$ cat config.mk
export PLATFORM = sky130hd
export DESIGN_NAME = delta_rle_encoder
export DESIGN_NICKNAME = d
export VERILOG_FILES = /design/src/rtl/delta_pkg.sv /design/src/rtl/rle_out_reg.sv /design/src/rtl/delta_rle_encoder.sv
export SDC_FILE = /design/constraint.sdc
export NUM_CORES = 1
export LEC_CHECK = 0
export CORE_MARGIN = 3
export CORE_UTILIZATION = 45
export DETAILED_ROUTE_END_ITERATION = 6
export MAX_ROUTING_LAYER = met4
export PLACE_DENSITY = 0.69
export SLEW_MARGIN = 20
export SYNTH_ARGS = -nofsm -noshare
export SYNTH_HDL_FRONTEND = slang
export SYNTH_SLANG_ARGS = --single-unit
$ cat constraint.sdc
create_clock -name clk -period 3.75 [get_ports clk]
set_clock_uncertainty 0.05 [all_clocks]
set_input_delay 0.75 -clock clk [delete_from_list [all_inputs] [get_ports clk]]
set_output_delay 0.75 -clock clk [all_outputs]
set_load 0.05 [all_outputs]
$ cat src/rtl/delta_pkg.sv
// Shared definitions for the delta zero-run-length encoder.
//   state_e        encoder FSM states
//   TOK_LIT/RUN    values driven on out_is_run
//   DEF_W/RUN_W    default data and run-counter widths
package delta_pkg;

  localparam int unsigned DEF_W     = 32;
  localparam int unsigned DEF_RUN_W = 16;

  localparam logic TOK_LIT = 1'b0;
  localparam logic TOK_RUN = 1'b1;

  typedef enum logic [1:0] {
    S_IDLE = 2'd0,  // no open run, run_cnt is 0
    S_RUN  = 2'd1,  // counting consecutive zero diffs
    S_PEND = 2'd2   // run token sent, literal that ended it waits in pend_reg
  } state_e;

endpackage

$ cat src/rtl/rle_out_reg.sv
// One-entry valid/ready output register for the RLE encoder.
//   clk, rst        clock, synchronous active-high reset
//   load            capture ld_* this cycle (only asserted when the slot is free)
//   ld_is_run/data/last  token to capture
//   out_ready       downstream accepts the held token
//   out_valid/is_run/data/last  registered token
// Holds its contents while out_valid & !out_ready; a pop and a load in the
// same cycle give back-to-back tokens.
module rle_out_reg
  import delta_pkg::*;
#(
  parameter int unsigned W = DEF_W
) (
  input  logic         clk,
  input  logic         rst,
  input  logic         load,
  input  logic         ld_is_run,
  input  logic [W-1:0] ld_data,
  input  logic         ld_last,
  input  logic         out_ready,
  output logic         out_valid,
  output logic         out_is_run,
  output logic [W-1:0] out_data,
  output logic         out_last
);

  logic         valid_q, valid_d;
  logic         is_run_q, is_run_d;
  logic [W-1:0] data_q, data_d;
  logic         last_q, last_d;

  always_comb begin
    // NOTE: every comb output gets a default first, so no path leaves a latch.
    valid_d  = valid_q;
    is_run_d = is_run_q;
    data_d   = data_q;
    last_d   = last_q;
    if (load) begin
      valid_d  = 1'b1;
      is_run_d = ld_is_run;
      data_d   = ld_data;
      last_d   = ld_last;
    end else if (out_ready) begin
      valid_d = 1'b0;
    end
  end

  always_ff @(posedge clk) begin
    // NOTE: state registers use <= so every flop samples pre-edge values.
    if (rst) begin
      valid_q  <= 1'b0;
      is_run_q <= TOK_LIT;
      data_q   <= '0;
      last_q   <= 1'b0;
    end else begin
      valid_q  <= valid_d;
      is_run_q <= is_run_d;
      data_q   <= data_d;
      last_q   <= last_d;
    end
  end

  assign out_valid  = valid_q;
  assign out_is_run = is_run_q;
  assign out_data   = data_q;
  assign out_last   = last_q;

endmodule

$ cat src/rtl/delta_rle_encoder.sv
// Zero-run-length encoder for a signed difference stream.
//   clk, rst       clock, synchronous active-high reset
//   in_valid/in_ready/in_diff/in_last   input stream (two's complement diffs)
//   out_valid/out_ready/out_is_run/out_data/out_last   registered token stream
// Runs of zero diffs become RUN(count) tokens (split at MAX_RUN); each nonzero
// diff becomes a LITERAL token carrying the diff bit-exact. in_last closes any
// open run and marks the frame's final token.
module delta_rle_encoder
  import delta_pkg::*;
#(
  parameter int unsigned W       = DEF_W,
  parameter int unsigned RUN_W   = DEF_RUN_W,
  parameter int unsigned MAX_RUN = 2**RUN_W - 1
) (
  input  logic         clk,
  input  logic         rst,
  input  logic         in_valid,
  output logic         in_ready,
  input  logic [W-1:0] in_diff,
  input  logic         in_last,
  output logic         out_valid,
  input  logic         out_ready,
  output logic         out_is_run,
  output logic [W-1:0] out_data,
  output logic         out_last
);

  localparam logic [RUN_W:0] MAX_RUN_C = (RUN_W+1)'(MAX_RUN);

  state_e           state_q, state_d;
  logic [RUN_W-1:0] run_cnt_q, run_cnt_d;
  logic [W-1:0]     pend_data_q, pend_data_d;
  logic             pend_last_q, pend_last_d;

  logic             slot_free, acc, diff_zero;
  logic [RUN_W:0]   run_inc;   // one bit wider so the MAX_RUN compare cannot wrap
  logic             load, ld_is_run, ld_last;
  logic [W-1:0]     ld_data;

  assign slot_free = !out_valid || out_ready;
  assign in_ready  = (state_q != S_PEND) && slot_free;
  assign acc       = in_valid && in_ready;
  assign diff_zero = (in_diff == '0);
  assign run_inc   = {1'b0, run_cnt_q} + (RUN_W+1)'(1);

  always_comb begin
    state_d     = state_q;
    run_cnt_d   = run_cnt_q;
    pend_data_d = pend_data_q;
    pend_last_d = pend_last_q;
    load        = 1'b0;
    ld_is_run   = TOK_LIT;
    ld_data     = in_diff;
    ld_last     = in_last;

    unique case (state_q)
      S_IDLE: begin
        if (acc) begin
          if (!diff_zero) begin
            load = 1'b1;
          end else if (in_last) begin
            load      = 1'b1;
            ld_is_run = TOK_RUN;
            ld_data   = W'(1);
          end else begin
            run_cnt_d = RUN_W'(1);
            state_d   = S_RUN;
          end
        end
      end

      S_RUN: begin
        if (acc) begin
          if (diff_zero && (run_inc == MAX_RUN_C || in_last)) begin
            load      = 1'b1;
            ld_is_run = TOK_RUN;
            ld_data   = W'(run_inc);
            run_cnt_d = '0;
            state_d   = S_IDLE;
          end else if (diff_zero) begin
            run_cnt_d = run_inc[RUN_W-1:0];
          end else begin
            // The run is closed first; the literal that broke it waits one
            // slot so both tokens keep input order.
            load        = 1'b1;
            ld_is_run   = TOK_RUN;
            ld_data     = W'(run_cnt_q);
            ld_last     = 1'b0;
            pend_data_d = in_diff;
            pend_last_d = in_last;
            run_cnt_d   = '0;
            state_d     = S_PEND;
          end
        end
      end

      S_PEND: begin
        if (slot_free) begin
          load    = 1'b1;
          ld_data = pend_data_q;
          ld_last = pend_last_q;
          state_d = S_IDLE;
        end
      end

      default: state_d = S_IDLE;
    endcase
  end

  always_ff @(posedge clk) begin
    if (rst) begin
      state_q     <= S_IDLE;
      run_cnt_q   <= '0;
      // NOTE: pend_reg is only read in S_PEND, which reset leaves, so clearing
      // it is not needed for correctness; it is cleared to keep dumps tidy.
      pend_data_q <= '0;
      pend_last_q <= 1'b0;
    end else begin
      state_q     <= state_d;
      run_cnt_q   <= run_cnt_d;
      pend_data_q <= pend_data_d;
      pend_last_q <= pend_last_d;
    end
  end

  rle_out_reg #(.W(W)) u_out_reg (
    .clk        (clk),
    .rst        (rst),
    .load       (load),
    .ld_is_run  (ld_is_run),
    .ld_data    (ld_data),
    .ld_last    (ld_last),
    .out_ready  (out_ready),
    .out_valid  (out_valid),
    .out_is_run (out_is_run),
    .out_data   (out_data),
    .out_last   (out_last)
  );

endmodule
==> Word level (Yosys, flattened, before mapping) <==
Index checks and enable logic that the tools add are counted.
{ "op_classes": {"muxes": 41, "bitwise": 2, "reduce_logical": 13, "eq_ne": 10, "n_addsub": 1} }
{ "ops": {"columns": ["operator", "count"], "rows": [
  ["32-bit 2-to-1 mux", 7],
  ["16-bit 2-to-1 mux", 6],
  ["32-bit one-hot mux with 3 select lines", 1],
  ["32-bit logical NOT", 1],
  ["16-bit one-hot mux with 2 select lines", 1],
  ["16-bit by 1-bit adder with 17-bit output (second input constant)", 1],
  ["17-bit by 16-bit equality test with 1-bit output (second input constant)", 1],
  ["1-bit 2-to-1 mux", 15],
  ["2-bit 2-to-1 mux", 7],
  ["2-bit inequality test (second input constant)", 6],
  ["2-bit one-hot mux with 3 select lines", 1],
  ["6-bit AND reduction", 1],
  ["5-bit AND reduction", 1],
  ["1-bit one-hot mux with 2 select lines", 2],
  ["4-bit AND reduction", 1],
  ["2-bit nonzero test", 2],
  ["1-bit logical AND", 3],
  ["3-bit inequality test (second input constant)", 1],
  ["1-bit one-hot mux with 3 select lines", 1],
  ["2-bit by 1-bit equality test with 1-bit output (second input constant)", 1],
  ["2-bit equality test (second input constant)", 1],
  ["2-bit logical NOT", 1],
  ["1-bit logical OR", 2],
  ["1-bit inverter", 2],
  ["1-bit logical NOT", 1]
]} }
{ "word_totals": {"out_inout_bits": 36, "input_bits": 37, "reg_bits": 86, "elab_cells": 75} }

==> Longest topological paths before layout <==
{ "depth": {"depth_word": 8, "ltp_mapped": 11, "mapped_depth_nobuf": 9} }

==> Hierarchy <==
A second synthesis with hierarchy kept.
{ "hier_totals": {"cells_unflattened": 549, "area_unflattened_um2": 4464.3} }
{ "by_module_without_submodules": {"columns": ["module", "cells_per_inst", "seq_area_each_um2", "instances", "area_per_inst_um2"], "rows": [
  ["delta_rle_encoder", 435, 1021.0, 1, 3191.8],
  ["rle_out_reg", 114, 700.7, 1, 1272.5]
]} }

==> Least setup slack after synthesis <==
No wires, ideal clock.
{ "synth_timing": {"kind": "input -> register", "from": "in in_diff[17]", "to": "reg u_out_reg.data_q[10] (netlist: u_out_reg.out_data[10])", "setup_ns": 0.089, "setup_slack_ns": 0.851, "stages": 10, "arrival_ns": 2.760, "cell_sequence": "nor4_1 > nand2_1 > or4_1 > buf_2 > o221ai_2 > a21oi_2 > or2_1 > buf_6 > buf_8 > a311oi_2"} }
{ "synth_via": {"elab_chain_len": 5, "word_cells_on_any_way": 14, "classes_between": "12 x mux; 2 x reduce/logical"} }
{ "synth_rtl": {"columns": ["item", "line", "text"], "rows": [
  ["from (decl)", "delta_rle_encoder.sv:19", "input logic [W-1:0] in_diff,"],
  ["32-bit logical NOT (*)", "delta_rle_encoder.sv:43", "assign diff_zero = (in_diff == '0);"],
  ["32-bit 2-to-1 mux, or another cell as far along", "delta_rle_encoder.sv:80", "end else if (diff_zero) begin"],
  ["32-bit 2-to-1 mux / 1-bit 2-to-1 mux (equally long branches)", "delta_rle_encoder.sv:74", "if (diff_zero && (run_inc == MAX_RUN_C || in_last)) begin"],
  ["32-bit 2-to-1 mux / 1-bit 2-to-1 mux (equally long branches)", "delta_rle_encoder.sv:73", "if (acc) begin"],
  ["32-bit one-hot mux with 3 select lines / 1-bit one-hot mux with 3 select lines (equally long branches)", "delta_rle_encoder.sv:56", "unique case (state_q)"],
  ["to (signal assigned)", "rle_out_reg.sv:58", "data_q <= data_d;"],
  ["to (decl)", "rle_out_reg.sv:29", "logic [W-1:0] data_q, data_d;"]
]} }
Mark *: on every way between the ends. The rest lies on a longest branch, timed or not.
A chain may end at the register's enable or synchronous reset.

==> Worst setup path after layout <==
{ "layout_timing": {"from": "in in_diff[17]", "to": "reg u_out_reg.data_q[2] (netlist: u_out_reg.out_data[2])"} }
The elaborated chain is that of the path after synthesis.

==> results by stage <==
Status:
- The run finished with clean final reports.

Logic synthesis:
- Summing the sequential cell areas from Yosys gives 35.9% of the chip area.
- Summing the areas of all compound-gate instances in the mapped netlist gives 26.7% of the synthesized area.
- The post-synth design cell area is 4800 µm².
- After synthesis, the share of flip-flops with an asynchronous set or reset is 0%.
- The most instantiated flip-flop cell in the synthesis netlist is dfxtp_1.
- The top cell type by total area after synthesis is dfxtp_1.
- Of the total synthesized cell area, the portion taken by XOR and XNOR cells is 1.83%.
- The number of instances in the synthesized netlist is 589.
- The fraction of synthesized area in multiplexers is 0%.
- The adder-cell share of the synthesized area is 1.56%.
- The average cell area after synthesis is 8.15 µm².
- Counting flops and latches in the post-synthesis netlist gives 86.
- In this run the biggest area consumer among cell types represents 35.9% of the synthesized area.
- Counting every net in the synthesized netlist gives 632.
- The Yosys step of the flow raised 0 warnings.
- After Yosys synthesis, and, or, nand and nor cells account for 27.2% of the synthesized area.
- By area, the combinational part of the netlist is dominated by simple AND/OR/NAND/NOR gates.
- In this run, synthesis inferred 0 flip-flops with an integrated enable.
- By area the synthesized netlist is led by dfxtp_1, nand2_1, a22oi_1, nor3_1, a211oi_2.
- Counting distinct cell types in the post-synthesis netlist gives 61.

Setup path:
- The critical path is of the in -> reg type.
- The largest fanout on the critical path is 27.
- STA classifies the critical path endpoint as a flip-flop.
- At the worst endpoint, the required time is 3.96 ns.
- The nature of the critical path startpoint is an input pin.
- The data arrival at the endpoint of the critical path is 3.61 ns.
- The path depth of the worst reg2reg path is 8.

STA:
- The worst relative slew slack is 26.0%.
- The timing-limited maximum frequency is 0.294 GHz.
- The final count of negative-setup-slack endpoints is 0.
- After routing, the total negative slack on setup checks comes to 0 ns.
- The worst hold slack is 0.410 ns.
- The ratio of final minimum period to clock period is 90.7%.
- The transition time at the pin with the least slew margin is 1.11 ns.
- The post-route minimum period is 3.40 ns.
- The final number of hold-violating endpoints is 0.
- Setup repair after global routing left no endpoint under its margin.
- The final max-slew violation count came to 0.

Clock network:
- Gates resized during post-CTS repair numbered 0.
- No sink is reached through more buffers than the 2 on the longest clock path.
- The number of clock buffers added by TritonCTS is 9.
- For the worst-skew pair, the clock arrives at the later sink with an insertion delay of 0.36 ns.
- The number of setup buffers added after CTS is 0.
- The tree is rooted in a clkbuf_8.
- CTS built an H-tree with a depth of 3.
- The clock tree from TritonCTS is done.
- After clock tree synthesis, the clock-pin slew on the worst setup and hold paths is 0.09 ns.
- The number of sinks handled by clock tree synthesis is 86.
- The cts-stage hold buffer count is 0.

Power and ir drop:
- In this run, flip-flops and latches consume 46.4% of the power.
- The fraction of power spent switching nets is 28.6%.
- Internal power comes to 1.48 mW.
- After layout, the design draws a total of 2.07 mW.
- The clock network burns 36.5% of the power.
- The worst vdd rail ir drop is 201 µV.
- Summed over all cells, the static leakage comes to 1.92 nW.
- For this design the total switching power over the nets is 0.594 mW.
- In this run the power density over the cells is 356 nW/µm².
- Combinational logic burns 17.0% of the power.

Floorplanning:
- The number of placed I/O pins is 73.
- The overall die width is 109 µm.
- The placeable core region is 10400 µm².
- The die height is 109 µm.
- The starting density of the core is 46.3%.
- The floorplan die area is 11900 µm².
- The floorplan has 37 rows.

Global routing:
- After global routing the overflow that remains totals 0.
- The overall global routing resource usage is 23.8%.
- The via count of the first global-routing pass came to 4272.
- The wire length of the first global-routing pass is 22000 µm.
- The pin count of the biggest net entering global routing is 87.
- The number of antenna violations at the first check in global routing is 0.

Run:
- The tool flagged a number of max-cap violations equal to 0.

Detailed routing:
- The total number of vias is 4663.
- The number of violations reported at the end of detailed-routing iteration 0 is 391.
- The first detailed-routing pass ran for 5 iterations.
- The average detailed-routed wire length per instance is 17.5 µm.
- Wires add up to 13600 µm.
- The ratio of routed vias to standard cells is 5.99.
- The residual DRC count is 0.
- The count of nets left with antenna violations after detail routing is 0.

Place:
- The placed wire-length estimate is 9430 µm.
- At the end of routability-driven placement, the weighted congestion stood at 0.919.
- During placement, the flow inserted port buffers numbering 72.

Finish:
- From synthesis to final layout, the design area changed by 21.5%.
- The share of final-layout standard cells stronger than drive strength 1 is 12.9%.
- After filler insertion, the fill cell instance count of the layout stands at 963.
- After the last flow step, the layout net total stands at 680.
- The number of diodes is 0.

Worst hold path:
- The class of the tightest hold or removal check is reg -> reg.
- The worst hold path was traced through 2 stages.
-- synth_stat cells (5+ instances only) --
cell / number
nand2_1: 107
dfxtp_1: 86
nor3_1: 43
a21oi_1: 39
clkbuf_1: 36
a22oi_1: 32
nand3_1: 31
nor2_1: 20
a211oi_2: 17
a31oi_1: 17
a311oi_2: 13
buf_2: 12
nor4_1: 12
or3_1: 12
inv_1: 9
nand4_1: 8
xor2_1: 7
a311oi_1: 6
buf_4: 6
ha_1: 6
nor2b_1: 5
o21ai_0: 5
-- layout by cell type (no fill, tap or decap), types with 5 or more instances in the layout --
master	count
inv_1	9
a31oi_1	17
ha_1	6
nor2_1	19
nand2_1	107
or3_1	12
clkdlybuf4s50_1	71
a211oi_2	17
nor4_1	12
clkbuf_8	10
dfxtp_1	86
a22oi_1	32
nand3_1	31
nand4_1	8
a311oi_1	6
xor2_1	7
a21oi_1	39
o21ai_0	5
buf_4	22
nor3_1	43
a311oi_2	13
-- flip-flops by register name, summed over array words and instances, names as in the netlist --
signal and flops:
pend_data_q 32, u_out_reg.out_data 32, run_cnt_q 16, state_q 2, pend_last_q 1, u_out_reg.out_is_run 1, u_out_reg.out_last 1, u_out_reg.out_valid 1
-- worst paths after layout --
path | from | to | slack, ns
max | in_diff[17] | u_out_reg.out_data[2]$_SDFFE_PP0P_ | 0.35
min | pend_data_q[17]$_SDFFE_PP0P_ | pend_data_q[17]$_SDFFE_PP0P_ | 0.41
max reg2reg | run_cnt_q[1]$_SDFFE_PP0P_ | u_out_reg.out_data[11]$_SDFFE_PP0P_ | 0.68
min reg2reg | pend_data_q[17]$_SDFFE_PP0P_ | pend_data_q[17]$_SDFFE_PP0P_ | 0.41
-- cell type report --
class / instances / area [µm²] / share of cell area (%)
clock inverter: 6 / 91.3 / 1.57
sequential: 86 / 1720 / 29.5
timing repair buffer: 95 / 916 / 15.7
clock buffer: 10 / 138 / 2.36
multi-input combinational: 436 / 2760 / 47.3
inverter: 9 / 33.8 / 0.580
tap: 136 / 170 / 2.92
-- worst max-delay path, stage by stage --
cell and delay [ns]:
clkdlybuf4s50_1 0.45, nor4_1 0.49, nand2_1 0.18, or4_1 0.64, o221ai_2 0.23, a21oi_2 0.08, or2_2 0.34, buf_12 0.19
a311oi_1 0.24
-- power by group through the flow --
stage | combinational, mW | clock, mW | sequential [mW]
6_report | 0.353 | 0.757 | 0.962
5_1_grt | 0.372 | 0.806 | 0.965
4_1_cts | 0.354 | 0.767 | 0.962
3_5_place_dp | 0.354 | 0 | 0.983
3_3_place_gp | 0.349 | 0 | 0.982
2_1_floorplan | 0.119 | 0 | 1.08
-- layer usage --
metal  share of wire [%]  vias up  track usage, %  wire [µm]
met5                   0        -               -          0
met4                 1.7        0            7.48        226
met3                 6.0       18            3.14        823
met2                  46      157            36.2       6340
met1                  46     2228            32.9       6250
li1                    -     2260               -          -
-- metrics by stage --
step	cells	instance area (µm²)	setup WS [ns]	utilization, %
floorplan	589	4800	0.851	-
global placement	762	5600	0.0677	54.0
detailed placement	762	5600	-0.00720	54.0
CTS	778	5830	0.373	56.2
global route	778	5830	0.225	56.2
finish	778	5830	0.350	56.2
-- cells by family (layout without fill, tap and decap cells) --
| family | count (synthesis) | count (layout) |
|---|---|---|
| DFF | 86 | 86 |
| buffers and inverters | 67 | 120 |
| AOI/OAI and AO/OA | 157 | 157 |
| and+or+nand+nor | 263 | 263 |
| adders and majority gates | 6 | 6 |
| xor gates and xnor gates | 10 | 10 |
Note: power is estimated with default switching activity, not from simulation.
